**src/rtl/octave_button_ctrl.sv**
```systemverilog
// octave_button_ctrl: turns the raw, bouncy octave-up/down buttons into
// single-cycle select commands (01 increase, 10 decrease, 00 hold).
// Each button is synchronized, then debounced. A small FSM emits one pulse
// per clean press and refuses to pulse while both buttons are involved.
// Optional feature macro: OCTAVE_AUTOREPEAT_EN re-issues the command while
// a button stays held (first repeat after REPEAT_DELAY, then every
// REPEAT_PERIOD cycles).
module octave_button_ctrl #(
   parameter int DEBOUNCE_CYCLES = 250000,
   parameter int REPEAT_DELAY    = 50000000,
   parameter int REPEAT_PERIOD   = 12500000
) (
   input  logic       clk,
   input  logic       rst_n,
   input  logic       btn_up,
   input  logic       btn_down,
   output logic [1:0] select
);

   localparam int              DB_W    = $clog2(DEBOUNCE_CYCLES);
   localparam logic [DB_W-1:0] DB_LAST = DB_W'(DEBOUNCE_CYCLES - 1);

   // Reject configurations the debounce and repeat counters cannot express.
   if (DEBOUNCE_CYCLES < 2 || REPEAT_DELAY < 1 || REPEAT_PERIOD < 1) begin : g_param_check
      $error("octave_button_ctrl: invalid DEBOUNCE_CYCLES/REPEAT_DELAY/REPEAT_PERIOD");
   end

   typedef enum logic [1:0] {
      IDLE    = 2'd0,
      UP_HELD = 2'd1,
      DN_HELD = 2'd2,
      LOCK    = 2'd3
   } state_t;

   logic [1:0] raw;     // bit 0 = up, bit 1 = down
   logic [1:0] level;   // debounced levels
   logic       up_d;
   logic       dn_d;

   assign raw  = {btn_down, btn_up};
   assign up_d = level[0];
   assign dn_d = level[1];

   // One synchronizer + debounce filter per button.
   for (genvar gi = 0; gi < 2; gi++) begin : g_chan
      logic            meta_reg;
      logic            sync_reg;
      logic            level_reg;
      logic [DB_W-1:0] cnt_reg;

      // Two-flop synchronizer, then flip the level only after DEBOUNCE_CYCLES
      // consecutive disagreeing samples; any agreement restarts the count.
      always_ff @(posedge clk or negedge rst_n) begin
         if (!rst_n) begin
            meta_reg  <= 1'b0;
            sync_reg  <= 1'b0;
            level_reg <= 1'b0;
            cnt_reg   <= '0;
         end else begin
            meta_reg <= raw[gi];
            sync_reg <= meta_reg;
            if (sync_reg == level_reg) begin
               cnt_reg <= '0;
            end else if (cnt_reg == DB_LAST) begin
               level_reg <= ~level_reg;
               cnt_reg   <= '0;
            end else begin
               cnt_reg <= cnt_reg + DB_W'(1);
            end
         end
      end

      assign level[gi] = level_reg;
   end

   state_t     state_reg;
   state_t     state_next;
   logic [1:0] select_reg;
   logic [1:0] select_next;

   assign select = select_reg;

`ifdef OCTAVE_AUTOREPEAT_EN
   localparam int REP_MAX = (REPEAT_DELAY > REPEAT_PERIOD) ? REPEAT_DELAY : REPEAT_PERIOD;
   localparam int REP_W   = $clog2(REP_MAX + 1);

   logic [REP_W-1:0] rep_cnt_reg;
   logic [REP_W-1:0] rep_cnt_next;
   logic             rep_first_reg;   // still waiting for the first (longer) repeat
   logic             rep_first_next;
   logic             rep_due;

   assign rep_due = rep_first_reg ? (rep_cnt_reg == REP_W'(REPEAT_DELAY - 1))
                                  : (rep_cnt_reg == REP_W'(REPEAT_PERIOD - 1));

   // Repeat timer: cycles since the last pulse issued while held.
   always_ff @(posedge clk or negedge rst_n) begin
      if (!rst_n) begin
         rep_cnt_reg   <= '0;
         rep_first_reg <= 1'b1;
      end else begin
         rep_cnt_reg   <= rep_cnt_next;
         rep_first_reg <= rep_first_next;
      end
   end
`endif

   // FSM state and registered command.
   always_ff @(posedge clk or negedge rst_n) begin
      if (!rst_n) begin
         state_reg  <= IDLE;
         select_reg <= 2'b00;
      end else begin
         state_reg  <= state_next;
         select_reg <= select_next;
      end
   end

   // Next state and command; a release or a second button always wins over a repeat.
   always_comb begin
      state_next  = state_reg;
      select_next = 2'b00;
`ifdef OCTAVE_AUTOREPEAT_EN
      rep_cnt_next   = '0;
      rep_first_next = 1'b1;
`endif
      case (state_reg)
         IDLE: begin
            if (up_d && dn_d) begin
               state_next = LOCK;
            end else if (up_d) begin
               state_next  = UP_HELD;
               select_next = 2'b01;
            end else if (dn_d) begin
               state_next  = DN_HELD;
               select_next = 2'b10;
            end
         end
         UP_HELD: begin
            if (dn_d) begin
               state_next = LOCK;
            end else if (!up_d) begin
               state_next = IDLE;
            end else begin
`ifdef OCTAVE_AUTOREPEAT_EN
               if (rep_due) begin
                  select_next    = 2'b01;
                  rep_first_next = 1'b0;
               end else begin
                  rep_cnt_next   = rep_cnt_reg + REP_W'(1);
                  rep_first_next = rep_first_reg;
               end
`endif
            end
         end
         DN_HELD: begin
            if (up_d) begin
               state_next = LOCK;
            end else if (!dn_d) begin
               state_next = IDLE;
            end else begin
`ifdef OCTAVE_AUTOREPEAT_EN
               if (rep_due) begin
                  select_next    = 2'b10;
                  rep_first_next = 1'b0;
               end else begin
                  rep_cnt_next   = rep_cnt_reg + REP_W'(1);
                  rep_first_next = rep_first_reg;
               end
`endif
            end
         end
         LOCK: begin
            if (!up_d && !dn_d) begin
               state_next = IDLE;
            end
         end
         default: begin
            state_next = IDLE;
         end
      endcase
   end

endmodule

```
**config.mk**
```make
export PLATFORM = sky130hd
export DESIGN_NAME = octave_button_ctrl
export DESIGN_NICKNAME = d
export VERILOG_FILES = /design/src/rtl/octave_button_ctrl.sv
export SDC_FILE = /design/constraint.sdc
export NUM_CORES = 1
export LEC_CHECK = 0
export CAP_MARGIN = 20
export CORE_MARGIN = 2
export CORE_UTILIZATION = 38
export DETAILED_ROUTE_END_ITERATION = 10
export PLACE_DENSITY = 0.6
export SLEW_MARGIN = 10
export SYNTH_ARGS = -nofsm -noshare
export SYNTH_HDL_FRONTEND = slang
export SYNTH_SLANG_ARGS = --single-unit
```
**constraint.sdc**
```tcl
create_clock -name clk -period 2.4 [get_ports clk]
set_input_delay 0.48 -clock clk [delete_from_list [all_inputs] [get_ports clk]]
set_output_delay 0.48 -clock clk [all_outputs]
set_load 0.02 [all_outputs]
```
==> metrics.csv, run 1 <==
stage,metric,value,unit
routing,Final ANT Viol Nets,0,
timing,final setup TNS,0,ns
timing,final worst slack,0.602,ns
floorplanning,num rows,27,
global_route,met3 Track Usage GR,3.39,%
critical_path,"Max stage delay cell, worst path",or4b_4,
clocking,Setup Buffers After CTS,0,
routing,vias per inst,5.16,
power,switching power,0.000290,W
global_route,M1 GR Usage,16.8,%
power,leakage,0.995,nW
timing,crit path time final,1.80,ns
placed_design,IO Port Bufs,5,
floorplanning,DIE AREA,6330,sq um
critical_path,FF-to-FF path depth,4,
worst_hold_path,Hold Crit Class,in2async,
clocking,"Reg clk slew, reported paths",0.08,ns
clocking,worst skew pair latency,0.30,ns
final_layout,fillcell total,543,
power,clock power share,40.5,%
critical_path,Max Fanout on Critical Path,7,
floorplanning,DIE WIDTH,79.6,um
power,Peak VDD IR,0.000268,V
final_layout,"most common cell after layout, fill and taps aside",dfrtp_1,
global_route,grt met2 use,22.2,%
clocking,Max clock buf depth,2,
synthesis,post-synthesis sequential area ratio,53.1,%
power,Pwr Density,588,nW/um^2
global_route,grt peak-use layer,met2,
critical_path,reg2reg end,g_chan[0].cnt_reg[15],
floorplanning,Die Ht,79.6,um
critical_path,worst path required time,2.63,ns
synthesis,synth warn,0,
placed_design,HPWL after DPL,2.51,mm
critical_path,crit start category,flop,
critical_path,arrival time at the worst endpoint,2.03,ns
global_route,Total GRT Usage,13.5,%
clocking,Post-CTS Hold Buffers,0,
floorplanning,initial cell density of the core,39.4,%
timing,relative slew slack,62.2,%
synthesis,Mapped Area,2170,sq um
timing,RSZ-0062 raised after global routing,false,
clocking,# resized after CTS,0,
final_layout,max FFs per register,36,
synthesis,Mapped Nets,214,
global_route,first-pass GRT wire length,6.80,mm
clocking,CTS H-tree depth,2,
final_layout,Antenna Cells,0,
placed_design,dpl ws,0.645,ns
critical_path,WP buf/inv,0,
global_route,vias in the first global route,1541,
job,Max-Cap Viols,0,
clocking,CTS Sinks,46,
timing,"Hold Vio Cnt, Final",0,
final_layout,layout cells sized above 1,9.59,%
timing,f_max,556,MHz
clocking,CTS Buf Count,5,
power,combinational power share,3.7,%
critical_path,Top delay family on crit path,simple AND/OR/NAND/NOR gates,
routing,# DRC,0,
critical_path,CP max stage delay,0.49,ns
timing,Worst-Margin Slew,0.567,ns
synthesis,library cells used by synthesis,34,
critical_path,Critical Path End Type,flop,
clocking,CTS tree,built,
critical_path,CP cell instances,nand4_2 > or3_4 > or4b_4 > a21oi_2,
clocking,clk root buf,clkbuf_8,
global_route,initial antenna violation count,0,
power,Reg power frac,55.8,%
timing,Max Clock Skew,0.00428,ns
power,total power,0.00143,W
critical_path,worst flop-to-flop path startpoint,g_chan[0].cnt_reg[5],
timing,Pins Over Slew Limit,0,
global_route,GRT overflow,0,
routing,post-DR wirelength/cell,13.1,um
synthesis,post-synthesis register bit count,46,
final_layout,"commonest non-fill, non-tap cells in the layout","dfrtp_1, nor2_1, xnor2_1",
routing,DR vias,1502,
critical_path,worst setup path category,reg2reg,
placed_design,placed cell count,284,
final_layout,Final #Nets,225,
routing,DRT Wirelength,3.81,mm
power,P_int,0.00114,W
synthesis,"Avg Cell Area, Syn",10.4,sq um
final_layout,final std cells w/o fill,291,
floorplanning,Core ar.,5510,sq um
placed_design,Placer Congestion,0.878,
floorplanning,I/O Pins,6,
global_route,largest net degree at the start of global routing,47,
routing,DR iter-0 viols,44,
outcome,status,"finished, final reports clean",
critical_path,r2r setup slk,0.60,ns
critical_path,Setup crit start,g_chan[0].cnt_reg[5],
power,switching share of power,20.3,%
routing,Pre-Repair DR Iteration Count,4,
critical_path,Crit path depth,4,
timing,final setup fails,0,
final_layout,Layout area overhead,11.8,%
timing,period utilisation layout,74.9,%
synthesis,Mapped Cells,208,
## power by group through the flow
stage / Combinational [W] / Sequential, W / Clock (W)
2_1_floorplan: 0.0000260 / 0.000810 / 0
3_3_place_gp: 0.0000551 / 0.000811 / 0
3_5_place_dp: 0.0000549 / 0.000811 / 0
4_1_cts: 0.0000550 / 0.000796 / 0.000598
5_1_grt: 0.0000623 / 0.000798 / 0.000635
6_report: 0.0000529 / 0.000796 / 0.000578
## worst reg2reg max path: cells and delay by family, from the launching register on
family / cells / cell delay, ns
simple gates: 3 / 1.11
flops: 1 / 0.48
compound gates: 1 / 0.14
## metal layers
metal / part of all wire [%] / up-vias
met5: 0 / -
met4: 1.4 / 0
met3: 3.2 / 7
met2: 48 / 21
met1: 48 / 713
li1: - / 761
## worst max-delay path by stage
stage,to,slack [ns]
finish,g_chan[0].cnt_reg[15],0.60
global route,g_chan[0].level_reg,0.53
CTS,g_chan[0].cnt_reg[15],0.61
detailed placement,g_chan[0].cnt_reg[15],0.65
global placement,g_chan[0].cnt_reg[15],0.68
floorplan,g_chan[0].cnt_reg[10],0.69
## cell usage after synthesis
library cell  number  area (sq um)
a21o_1             2          15.0
a21oi_1            3          15.0
a21oi_2            1          8.76
and3_1             2          12.5
and4_1             3          26.3
and4_2             1          10.0
buf_2              3          15.0
clkbuf_1           2          7.51
dfrtp_1           46          1150
ha_1               2          25.0
inv_1              4          15.0
mux2_2             2          22.5
nand2_1           10          37.5
nand3_1           13          65.1
nand3_2            1          10.0
nand4_1           11          68.8
nand4_2            1          12.5
nand4b_1           2          17.5
nor2_1            38           143
nor2b_1            1          6.26
nor3_1             6          30.0
nor4_1            10          62.6
nor4b_1            3          26.3
nor4bb_1           1          10.0
o21ai_0            3          15.0
o21ai_1            1          5.00
o31ai_1            1          7.51
o41ai_4            1          27.5
or3_1              1          6.26
or3_4              1          11.3
or4_1              1          7.51
or4b_4             1          13.8
xnor2_1           19           166
xor2_1            11          96.3
## cell families after synthesis
group                    Yosys count  share of synthesized area, %
AND/OR/NAND/NOR                  107                          26.6
XOR/XNOR                          30                          12.1
multiplexers                       2                          1.04
flip-flops                        46                          53.1
buffers and inverters              9                          1.73
AO/OA/AOI/OAI                     12                          4.32
adder cells (fa/ha/maj)            2                          1.15
## layout make-up
class                      instances  area [sq um]  area share [%]
sequential                        46          1150            47.5
clock buffer                       6          82.6            3.41
inverter                           4          15.0           0.619
tap                               72          90.1            3.72
clock inverter                     1          30.0            1.24
multi-input combinational        153           981            40.5
timing repair buffer               9          75.1            3.10
## through the flow
step | util [%] | hold WS (ns) | instance area (sq um)
after CTS | 44.0 | 0.281 | 2420
after global placement | 42.0 | 0.332 | 2310
after global routing | 44.0 | 0.308 | 2420
after detailed placement | 42.0 | 0.343 | 2310
final | 44.0 | 0.249 | 2420
after floorplan | - | 0.184 | 2170
Note: power is estimated with default switching activity, not from simulation.
==> run 2: changes to the inputs <==
PLACE_DENSITY = 0.61   (was 0.6)
clock period = 1.5 ns   (was 2.4 ns; I/O delays follow)
==> metrics.csv, run 2 (synthesis results as in run 1) <==
stage,metric,value,unit
timing,hold_ws,0.357,ns
critical_path,CP max stage delay,0.43,ns
timing,relative slew slack,68.8,%
global_route,GRT overflow,0,
final_layout,fin util,53.6,%
timing,Max Clock Skew,0.00739,ns
final_layout,FF/Latch Area,1150,sq um
clocking,Max clock buf depth,2,
global_route,Total GRT Usage,15.6,%
timing,period utilisation layout,109,%
critical_path,FF-to-FF path depth,4,
timing,f_max,612,MHz
clocking,clk root buf,clkbuf_8,
global_route,largest net degree at the start of global routing,23,
critical_path,crit start category,flop,
floorplanning,Die Ht,79.6,um
routing,DR vias,1702,
outcome,failing checks,negative setup slack,
timing,RSZ-0062 raised after global routing,true,
global_route,vias in the first global route,1710,
timing,crit path time final,1.63,ns
clocking,CTS H-tree depth,2,
timing,"Hold Vio Cnt, Final",0,
global_route,initial antenna violation count,0,
routing,# DRC,0,
power,leakage,1.26,nW
placed_design,HPWL after DPL,3.14,mm
power,switching power,0.000532,W
power,switching share of power,24.4,%
routing,Final ANT Viol Nets,0,
critical_path,Max Fanout on Critical Path,3,
power,Reg power frac,58.3,%
floorplanning,Core ar.,5510,sq um
clocking,CTS tree,built,
placed_design,IO Port Bufs,5,
critical_path,WP buf/inv,0,
power,total power,0.00218,W
placed_design,dpl ws,-0.136,ns
critical_path,Crit path depth,4,
critical_path,Critical Path End Type,flop,
clocking,"Reg clk slew, reported paths",0.09,ns
clocking,CTS Buf Count,5,
clocking,worst skew pair latency,0.30,ns
floorplanning,initial cell density of the core,39.4,%
critical_path,Top delay family on crit path,simple AND/OR/NAND/NOR gates,
power,Peak VDD IR,0.000578,V
critical_path,worst setup path category,reg2reg,
critical_path,worst path required time,1.70,ns
job,Max-Cap Viols,0,
power,Pwr Density,740,nW/um^2
routing,DRT Wirelength,4.53,mm
final_layout,"most common cell after layout, fill and taps aside",dfrtp_1,
final_layout,Antenna Cells,0,
outcome,status,"finished, violations left",
power,P_int,0.00165,W
floorplanning,num rows,27,
routing,vias per inst,5.04,
worst_hold_path,Hold Crit Class,reg2reg,
final_layout,"commonest non-fill, non-tap cells in the layout","dfrtp_1, buf_4, nor2_1",
placed_design,Placer Congestion,0.835,
critical_path,arrival time at the worst endpoint,1.83,ns
critical_path,CP cell instances,nor4_1 > nand2_1 > nor4_2 > mux2_2,
critical_path,"Max stage delay cell, worst path",dfrtp_1,
final_layout,max FFs per register,36,
timing,Pins Over Slew Limit,0,
power,clock power share,35.7,%
routing,post-DR wirelength/cell,13.4,um
final_layout,Multi-input gate area,1140,sq um
global_route,first-pass GRT wire length,7.70,mm
worst_hold_path,Worst Hold Depth,0,
timing,Worst-Margin Slew,0.467,ns
floorplanning,DIE WIDTH,79.6,um
final_layout,Final #Nets,271,
routing,Pre-Repair DR Iteration Count,4,
power,combinational power share,6.0,%
timing,final setup fails,21,
clocking,CTS Sinks,46,
final_layout,fillcell total,486,
final_layout,Layout area overhead,36.0,%
final_layout,layout cells sized above 1,35.7,%
floorplanning,I/O Pins,6,
floorplanning,DIE AREA,6330,sq um
routing,DR iter-0 viols,49,
timing,final worst slack,-0.133,ns
run 2: cell count changes in the layout (fill, tap and decap cells not counted), moves of 4 or more:
cell,before,now
buf_6,0,6
buf_4,4,41
nor4_2,0,4
nor4_1,10,5
nor2_2,0,8
nor2_1,38,29
run 2: per-stage QoR:
stage	cell area (sq um)	setup TNS [ns]	cells
6_report	2950	-1.12	338
5_1_grt	2950	-3.09	338
4_1_cts	2810	-0.783	335
3_5_place_dp	2680	-0.963	323
3_3_place_gp	2680	-0.224	323
2_1_floorplan	2250	-1.33	208
run 2: final timing paths:
path	start	to	slack [ns]
hold / removal	g_chan[1].meta_reg	g_chan[1].sync_reg	0.36
hold reg to reg	g_chan[1].meta_reg	g_chan[1].sync_reg	0.36
setup reg to reg	g_chan[0].cnt_reg[8]	g_chan[0].level_reg	-0.13
setup / recovery	g_chan[0].cnt_reg[8]	g_chan[0].level_reg	-0.13
max in group asynchronous	rst_n	g_chan[0].cnt_reg[10]	0.54
min in group asynchronous	rst_n	g_chan[0].cnt_reg[12]	0.47
run 2: routing by layer:
metal | global-route usage, % | part of all wire, % | vias up
met1 | 20.2 | 45 | 818
met2 | 25.5 | 50 | 18
li1 | - | - | 852
met4 | 5.86 | 2.7 | 0
met5 | 0 | 0 | -
met3 | 3.73 | 2.5 | 14
run 2: what timing repair did:
| item | 4_1_cts | 5_1_grt |
|---|---|---|
| hold endpoints to repair | 17 | 0 |
| pin swaps | 7 | 14 |
| endpoints found under the setup margin | 23 | 38 |
| resized for setup | 4 | 33 |
| hold buffers | 1 | 0 |
| gates cloned | 0 | 1 |
| buffers inserted | 3 | 2 |
run 2: layout make-up:
cell class                      instances  share of cell area, %
Timing Repair Buffer                   55                   15.7
Tap cell                               72                   3.05
Multi-Input combinational cell        153                   38.5
Clock buffer                            5                   2.33
Inverter                                4                  0.509
Clock inverter                          3                  0.848
Sequential cell                        46                   39.0
run 2: power groups by stage:
stage          Sequential (W)  Combinational (W)  Clock [W]
4_1_cts               0.00127           0.000117   0.000808
3_5_place_dp          0.00130           0.000113          0
6_report              0.00127           0.000131   0.000779
2_1_floorplan         0.00130          0.0000487          0
5_1_grt               0.00128           0.000149   0.000868
3_3_place_gp          0.00130           0.000112          0
run 2: worst reg2reg max path, cell delays in order, from the launching register on:
cell	delay [ns]
dfrtp_1	0.43
nor4_1	0.28
nand2_1	0.20
nor4_2	0.25
mux2_2	0.37
==> run 3: changes to the inputs <==
CTS_CLUSTER_SIZE = 30   (was default)
==> results of run 3 <==
Final layout, timing and power as in run 2 (identical DEF).
